**config.mk**
```make
export PLATFORM = sky130hd
export DESIGN_NAME = spi_monitor_framer_flat
export DESIGN_NICKNAME = d
export VERILOG_FILES = /design/src/rtl/spi_monitor_framer_if.sv /design/src/rtl/spi_monitor_framer.sv /design/src/flat_wrapper.sv
export SDC_FILE = /design/constraint.sdc
export NUM_CORES = 2
export LEC_CHECK = 0
export ABC_AREA = 1
export BUFFER_PORTS_ARGS = -buffer_cell sky130_fd_sc_hd__clkbuf_2
export CAP_MARGIN = 30
export CORE_MARGIN = 2
export CORE_UTILIZATION = 62
export DETAILED_ROUTE_END_ITERATION = 8
export HOLD_SLACK_MARGIN = 0.1
export MAX_ROUTING_LAYER = met4
export PLACE_DENSITY = 0.78
export SYNTH_ARGS = -nofsm -noshare
export SYNTH_HDL_FRONTEND = slang
export SYNTH_SLANG_ARGS = --single-unit
```
**constraint.sdc**
```tcl
create_clock -name clk -period 4.8 [get_ports clk]
set_input_delay 1.2 -clock clk [delete_from_list [all_inputs] [get_ports clk]]
set_output_delay 1.2 -clock clk [all_outputs]
set_load 0.01 [all_outputs]
```
**src/rtl/spi_monitor_framer_if.sv**
```systemverilog
// spi_monitor_framer_if: SPI receive strobe bundle and UART transmit handshake.
// slave = framer side, master = SPI/UART environment side.
interface spi_monitor_framer_if;
    logic       spi_rx_strobe;
    logic       spi_rx_cmd;
    logic [7:0] spi_rx_data;
    logic [7:0] spi_rx_miso;
    logic [7:0] uart_txd;
    logic       uart_txd_strobe;
    logic       uart_txd_ready;

    modport master (
        output spi_rx_strobe,
        output spi_rx_cmd,
        output spi_rx_data,
        output spi_rx_miso,
        input  uart_txd,
        input  uart_txd_strobe,
        output uart_txd_ready
    );

    modport slave (
        input  spi_rx_strobe,
        input  spi_rx_cmd,
        input  spi_rx_data,
        input  spi_rx_miso,
        output uart_txd,
        output uart_txd_strobe,
        input  uart_txd_ready
    );
endinterface

```
**src/rtl/spi_monitor_framer.sv**
```systemverilog
// spi_monitor_framer: SPI bytes -> {index, mosi, miso} records -> FIFO -> UART bytes.
// Define SPI_MONITOR_DROP_MARKER_EN to inject {FFFF, dropped} marker records after drops.
module spi_monitor_framer #(
    parameter int          FIFO_ADDR_BITS = 6,
    parameter logic [15:0] INDEX_MAX      = 16'hFFFE
) (
    input  logic                    clk,
    input  logic                    reset,
    input  logic                    enable,
    spi_monitor_framer_if.slave     bus,
    output logic [FIFO_ADDR_BITS:0] fifo_level,
    output logic [15:0]             dropped,
    output logic                    overflow
);
    localparam int DEPTH = 1 << FIFO_ADDR_BITS;
    localparam int LW    = FIFO_ADDR_BITS + 1;
    localparam int AW    = FIFO_ADDR_BITS;

    typedef enum logic {
        IDLE,
        SEND
    } state_t;

    state_t           state;
    logic [15:0]      idx_cnt;
    logic             accept;
    logic             push_vld;
    logic [31:0]      push_rec;
    logic [31:0]      mem [DEPTH];
    logic [AW-1:0]    wr_ptr;
    logic [AW-1:0]    rd_ptr;
    logic [31:0]      shift;
    logic [2:0]       bytes_left;
    logic             pop;
    logic             full;
    logic             free;
    logic             inject;
    logic             wr_en;
    logic             drop;
    logic [31:0]      wr_data;

    assign accept = enable && bus.spi_rx_strobe;

    // Stamp each accepted SPI byte with its position index.
    always_ff @(posedge clk) begin
        if (reset) begin
            idx_cnt  <= 16'h0000;
            push_vld <= 1'b0;
            push_rec <= 32'h0;
        end else begin
            push_vld <= accept;
            if (accept) begin
                if (bus.spi_rx_cmd) begin
                    push_rec <= {16'h0000, bus.spi_rx_data, bus.spi_rx_miso};
                    idx_cnt  <= 16'h0001;
                end else begin
                    push_rec <= {idx_cnt, bus.spi_rx_data, bus.spi_rx_miso};
                    if (idx_cnt < INDEX_MAX) begin
                        idx_cnt <= idx_cnt + 16'h0001;
                    end
                end
            end
        end
    end

`ifdef SPI_MONITOR_DROP_MARKER_EN
    logic mk_pend;

    // One marker outstanding; later drops just raise the count it carries.
    always_ff @(posedge clk) begin
        if (reset) begin
            mk_pend <= 1'b0;
        end else begin
            mk_pend <= (mk_pend && !inject) || drop;
        end
    end
`endif

    // Write arbitration: a pop in the same cycle frees the slot of a full FIFO.
    always_comb begin
        pop    = (state == IDLE) && (fifo_level != '0);
        full   = (fifo_level == LW'(DEPTH));
        free   = !full || pop;
`ifdef SPI_MONITOR_DROP_MARKER_EN
        inject = mk_pend && free;
`else
        inject = 1'b0;
`endif
        wr_en   = inject || (push_vld && free);
        wr_data = inject ? {16'hFFFF, dropped} : push_rec;
        drop    = push_vld && (!free || inject);
    end

    // Record storage (no reset needed; validity tracked by pointers).
    always_ff @(posedge clk) begin
        if (wr_en) begin
            mem[wr_ptr] <= wr_data;
        end
    end

    // FIFO pointers and occupancy.
    always_ff @(posedge clk) begin
        if (reset) begin
            wr_ptr     <= '0;
            rd_ptr     <= '0;
            fifo_level <= '0;
        end else begin
            if (wr_en) begin
                wr_ptr <= wr_ptr + AW'(1);
            end
            if (pop) begin
                rd_ptr <= rd_ptr + AW'(1);
            end
            fifo_level <= fifo_level + LW'(wr_en) - LW'(pop);
        end
    end

    // Loss accounting: saturating drop count and sticky overflow flag.
    always_ff @(posedge clk) begin
        if (reset) begin
            dropped  <= 16'h0000;
            overflow <= 1'b0;
        end else if (drop) begin
            overflow <= 1'b1;
            if (dropped != 16'hFFFF) begin
                dropped <= dropped + 16'h0001;
            end
        end
    end

    // Serialiser: MSB byte first, one idle cycle after every strobe.
    always_ff @(posedge clk) begin
        if (reset) begin
            state               <= IDLE;
            shift               <= 32'h0;
            bytes_left          <= 3'd0;
            bus.uart_txd        <= 8'h00;
            bus.uart_txd_strobe <= 1'b0;
        end else begin
            bus.uart_txd_strobe <= 1'b0;
            unique case (state)
                IDLE: begin
                    if (pop) begin
                        shift      <= mem[rd_ptr];
                        bytes_left <= 3'd4;
                        state      <= SEND;
                    end
                end
                SEND: begin
                    if (bus.uart_txd_ready && !bus.uart_txd_strobe) begin
                        bus.uart_txd        <= shift[31:24];
                        bus.uart_txd_strobe <= 1'b1;
                        shift               <= {shift[23:0], 8'h00};
                        bytes_left          <= bytes_left - 3'd1;
                        if (bytes_left == 3'd1) begin
                            state <= IDLE;
                        end
                    end
                end
            endcase
        end
    end
endmodule

```
**src/flat_wrapper.sv**
```systemverilog
// flat-port wrapper written by rule: the top's interface ports become plain ports
module spi_monitor_framer_flat 
#(
    parameter int          FIFO_ADDR_BITS = 6,
    parameter logic [15:0] INDEX_MAX      = 16'hFFFE
)
  (clk, reset, enable, fifo_level, dropped, overflow, bus_spi_rx_strobe, bus_spi_rx_cmd, bus_spi_rx_data, bus_spi_rx_miso, bus_uart_txd, bus_uart_txd_strobe, bus_uart_txd_ready);
  spi_monitor_framer_if bus_i ();
  input  logic clk;
  input  logic reset;
  input  logic enable;
  output logic [FIFO_ADDR_BITS:0] fifo_level;
  output logic [15:0] dropped;
  output logic overflow;
  input wire logic [$bits(bus_i.spi_rx_strobe)-1:0] bus_spi_rx_strobe;
  input wire logic [$bits(bus_i.spi_rx_cmd)-1:0] bus_spi_rx_cmd;
  input wire logic [$bits(bus_i.spi_rx_data)-1:0] bus_spi_rx_data;
  input wire logic [$bits(bus_i.spi_rx_miso)-1:0] bus_spi_rx_miso;
  output wire logic [$bits(bus_i.uart_txd)-1:0] bus_uart_txd;
  output wire logic [$bits(bus_i.uart_txd_strobe)-1:0] bus_uart_txd_strobe;
  input wire logic [$bits(bus_i.uart_txd_ready)-1:0] bus_uart_txd_ready;
  assign bus_i.spi_rx_strobe = bus_spi_rx_strobe;
  assign bus_i.spi_rx_cmd = bus_spi_rx_cmd;
  assign bus_i.spi_rx_data = bus_spi_rx_data;
  assign bus_i.spi_rx_miso = bus_spi_rx_miso;
  assign bus_uart_txd = bus_i.uart_txd;
  assign bus_uart_txd_strobe = bus_i.uart_txd_strobe;
  assign bus_i.uart_txd_ready = bus_uart_txd_ready;
  spi_monitor_framer #(.FIFO_ADDR_BITS(FIFO_ADDR_BITS), .INDEX_MAX(INDEX_MAX)) u_core (.clk(clk), .reset(reset), .enable(enable), .bus(bus_i), .fifo_level(fifo_level), .dropped(dropped), .overflow(overflow));
endmodule
```
After elaboration in Yosys (flattened, before gate mapping):

Memory sizes are Yosys's and may differ from the RTL's. A register that Yosys moved wholly into a read port is not among the register bits.
Index checks and enable logic that the tools add are counted.
W data, S select, Z words.

* add/sub/neg operators: 7
* $lt $le $gt $ge: 1
* equality and inequality tests: 5
* mux-type cells: 18
* bitwise gates (word level): 1
* reductions and logical operators: 16

Operators by type and width (number)
* $mux W32: 3
* $pmux W32 S2: 1
* $add A16 B1 Y16 const B: 2
* $mux W16: 2
* $lt A16 B16 Y1 const B: 1
* $ne A16 B16 Y1 const B: 1
* $add A6 B1 Y6 const B: 2
* $mux W6: 2
* $reduce_and A2 Y1: 4
* $add A7 B1 Y7: 1
* $eq A7 B7 Y1 const B: 1
* $reduce_bool A7 Y1: 1
* $sub A7 B1 Y7: 1
* $mux W1: 6
* $mux W3: 2
* $pmux W3 S2: 1
* $logic_and A1 B1 Y1: 5
* $eq A3 B1 Y1 const B: 1
* $logic_not A1 Y1: 3
* $sub A3 B1 Y3 const B: 1
* $ne A2 B1 Y1 const B: 1
* $ne A2 B2 Y1 const B: 1
* $pmux W1 S2: 1
* $reduce_bool A2 Y1: 1
* other kinds (3): 3

* flip-flop bits (word level): 130
* bits in writable memories: 2048
* bits of input ports: 22
* memories kept: 1

Memories
* u_core.mem: words 64, bits a word 32, read ports 1, clocked after memory_dff 1, wr ports 1, RTL line spi_monitor_framer.sv:29 `logic [31:0] mem [DEPTH];`

Depth between registers and ports, before layout:

* depth in word-level cells: 6
* mapped depth: 20
* depth with buffers taken out: 19

Worst setup path before layout:

OpenSTA, ideal clock, no wires.

* path kind: register -> register
* start point: register u_core.fifo_level[2]
* end point: memory u_core.mem[63][0], enable pin
* arrival time: 3248 ps
* data required time: 4337 ps
* path slack: 1088 ps
* cell stages (with the launch flop): 8
* buffers on the path: 0
* cells stage by stage: dfxtp_1 inv_1 ha_1 nand2_1 nor2_1 nand4_1 nand2_1 nor3_1

* cells in the longest elaborated chain, start to end: 6
* elaborated cells on any way between the ends: 8
* those cells by class: 1 x eq/ne; 2 x mux; 5 x reduce/logical

RTL lines
* start: declaration: RTL line spi_monitor_framer.sv:11 `output logic [FIFO_ADDR_BITS:0] fifo_level,`
* start signal: assignment: RTL line spi_monitor_framer.sv:114 `fifo_level <= fifo_level + LW'(wr_en) - LW'(pop);`
* $eq A7 B7 Y1 / $reduce_bool A7 Y1 (equally long branches): RTL line spi_monitor_framer.sv:82, spi_monitor_framer.sv:81
* $logic_not A1 Y1 / $logic_and A1 B1 Y1 (equally long branches): RTL line spi_monitor_framer.sv:83, spi_monitor_framer.sv:81
* $logic_or A1 B1 Y1 *: RTL line spi_monitor_framer.sv:83 `free = !full || pop;`
* $logic_and A1 B1 Y1 *: RTL line spi_monitor_framer.sv:89 `wr_en = inject || (push_vld && free);`
* $mux W1 *: RTL line spi_monitor_framer.sv:96 `if (wr_en) begin`
* $mux W1 (not written as such) *: RTL line spi_monitor_framer.sv:97 `mem[wr_ptr] <= wr_data;`
* end: declaration: RTL line spi_monitor_framer.sv:29

Mark *: on every way between the ends. The rest lies on a longest branch, timed or not.

==> results.tsv <==
stage	metric	value	unit
synth	ys_seq_area_share	72.7	%
finish	mostFrequentLayoutCell	nand2_1	
power_and_ir_drop	power.density	478	nW/um^2
timing	tns	0	ns
placement	gp_congestion	0.908	
worst_setup_path	max_stage_delay	0.50	ns
synth	synth-seq-cells	2184	
clock_network	cts.repair.resized	0	
placement	portBuffers	54	
worst_setup_path	arrival	4.11	ns
synth	synth_warnings	0	
run	drv_cap	0	
synth	syn_inst	7610	
worst_setup_path	crit_top_cell	nand2_1	
timing	fin_skew	0.0252	ns
power_and_ir_drop	leakagePower	34.6	nW
clock_network	hold_buffers	0	
synth	synth_area	88300	sq um
route	dr.pass1.iters	9	
global_routing	grt_pass1_wl	350000	um
clock_network	cts.sinks	2184	
clock_network	h-tree-depth	4	
timing	min_period	3.34	ns
clock_network	worstSkewPairLatency	0.85	ns
timing	min_period_over_period	69.6	%
placement	place_hpwl	129000	um
route	wl	238000	um
timing	finalHoldViolations	0	
clock_network	cts_setup_buffers	0	
route	vias_per_cell	6.28	
power_and_ir_drop	max-vdd-ir-drop	0.472	mV
route	drcViolationCount	0	
worst_setup_path	cp_slowest_cell	dfxtp_4	
clock_network	numCtsBuffers	204	
worst_setup_path	crit_type	flip-flop to flip-flop	
floorplanning	top_level_ports	55	
timing	fmax	299	MHz
route	ant_nets	0	
worst_hold_path	hp-class	flip-flop to flip-flop	
global_routing	track_usage	33.3	%
clock_network	tritoncts	done	
finish	final_net_count	7597	
timing	rsz0062_at_grt	false	
route	routedWlPerCell	24.7	um
floorplanning	die_width	381	um
global_routing	globalRouteOverflowTotal	0	
synth	avgSynthCellArea	11.6	sq um
synth	synth_cell_types	35	
finish	final_cell_mix	nand2_1 (2457), edfxtp_1 (2048), nand3_1 (1844)	
route	via_count	60372	
worst_setup_path	path_cells	inv_16, buf_12, nand2_1, nand3_1, nand3_1, nand2_1, nand2_1, nand3_1, nand3_1, nand2_1, nand2_1, a21oi_1	
timing	setup-violations-final	0	
global_routing	antenna_found_initial	8	
finish	drive_above_1_share	7.91	%
floorplanning	fp.dieH	381	um
synth	syn_nets	7648	
finish	area_growth	10.5	%
global_routing	grt_pass1_vias	57145	
worst_setup_path	crit_fanout	188	
floorplanning	die_area	145000	sq um
floorplanning	coreArea	141000	sq um
worst_setup_path	cp.required	5.57	ns
finish	final_core_util	69.0	%
clock_network	clk_pin_slew	0.06	ns
outcome	status	complete, no violations	
timing	slew_headroom	20.4	%
floorplanning	rows	138	
worst_setup_path	end_kind	flip-flop	
floorplanning	start_util	62.4	%
clock_network	cts-root-buf	clkbuf_16	
clock_network	clockBufferDepth	3	
timing	slew_viol_final	0	
finish	fillCellCount	9230	
worst_setup_path	startpoint_type	flip-flop	
timing	worstMarginPinSlew	1.19	ns
global_routing	grt_max_degree	209	
route	drt_iter0_markers	9331	
[metal layers]
metal	global-route usage, %	wire (um)	up-vias
met4	16.7	12300	0
met5	-	0	-
li1	-	-	26616
met3	7.10	30500	620
met1	44.0	85400	28983
met2	49.4	110000	4153
[synthesized netlist by cell type (all sizes together)]
master,number,share of area (%)
o21a,2,0.017
clkbuf,104,0.44
nand3b,2,0.017
and3,1,0.0071
xor2,8,0.079
a31oi,4,0.028
nor2,173,0.75
ha,15,0.21
fa,1,0.023
buf,375,2.4
xnor2,1,0.0099
nand2,2458,10
o31ai,11,0.094
o21ai,91,0.52
inv,167,0.71
nand4,16,0.11
o21bai,2,0.017
nor3,22,0.12
nor4,2,0.014
nor3b,4,0.034
o211ai,22,0.19
edfxtp,2048,70
nand3,1844,10
clkinv,4,0.017
dfxtp,136,3.1
a21oi,97,0.55
[state kept, by name, indices dropped and copies added, names as in the netlist, named ones only]
register	cells
u_core.overflow	1
u_core.idx_cnt	16
u_core.rd_ptr	6
u_core.fifo_level	7
u_core.push_vld	1
u_core.bus.uart_txd	8
u_core.dropped	16
u_core.mem	2048
u_core.wr_ptr	6
u_core.shift	32
u_core.push_rec	32
u_core.state	1
u_core.bytes_left	3
u_core.bus.uart_txd_strobe	1
[worst max-delay path, delay by kind of cell, from the launching register on]
family / cells / cell delay, ns
and+or+nand+nor: 9 / 1.16
buffers and inverters: 2 / 0.95
DFF: 1 / 0.50
AOI/OAI and AO/OA: 1 / 0.14
[worst paths after layout]
kind,start,slack [ns],cells after the start,end
hold / removal,u_core.push_rec[28],0.47,2,u_core.push_rec[28]
hold reg to reg,u_core.push_rec[28],0.47,2,u_core.push_rec[28]
setup reg to reg,flip-flop,1.46,12,u_core.shift[1]
setup / recovery,flip-flop,1.46,12,u_core.shift[1]
[per-stage QoR]
stage | total power, mW | worst slack [ns] | cell area, sq um | hold slack, ns | std cells
floorplan | 28.4 | 1.09 | 88300 | 0.435 | 7610
global placement | 31.0 | 1.56 | 90300 | 0.453 | 9203
detailed placement | 31.3 | 1.54 | 91300 | 0.457 | 9241
CTS | 46.4 | 1.51 | 97500 | 0.467 | 9613
global route | 48.2 | 1.20 | 97600 | 0.492 | 9618
finish | 46.7 | 1.46 | 97600 | 0.473 | 9620
[final cells by class]
cell class / instances / area [sq um] / share of cell area (%)
timing repair buffer: 222 / 2550 / 2.62
sequential: 2184 / 64300 / 65.9
inverter: 171 / 676 / 0.692
clock inverter: 112 / 791 / 0.810
tap: 1890 / 2360 / 2.42
antenna: 5 / 12.5 / 0.0128
multi-input combinational: 4776 / 21400 / 21.9
clock buffer: 260 / 5470 / 5.61
[report_power, final]
group	switching (mW)	internal [mW]	total (mW)
Combinational	7.29	2.76	10.1
Sequential	0.389	20.9	21.3
Clock	6.88	8.50	15.4
Total	14.6	32.1	46.7
[kinds of logic after synthesis]
family / synth area share [%]
DFF: 72.7
AOI/OAI and AO/OA: 1.41
buffers and inverters: 3.58
xor gates and xnor gates: 0.0893
adders and majority gates: 0.235
and+or+nand+nor: 22.0
Note: power is estimated with default switching activity, not from simulation.
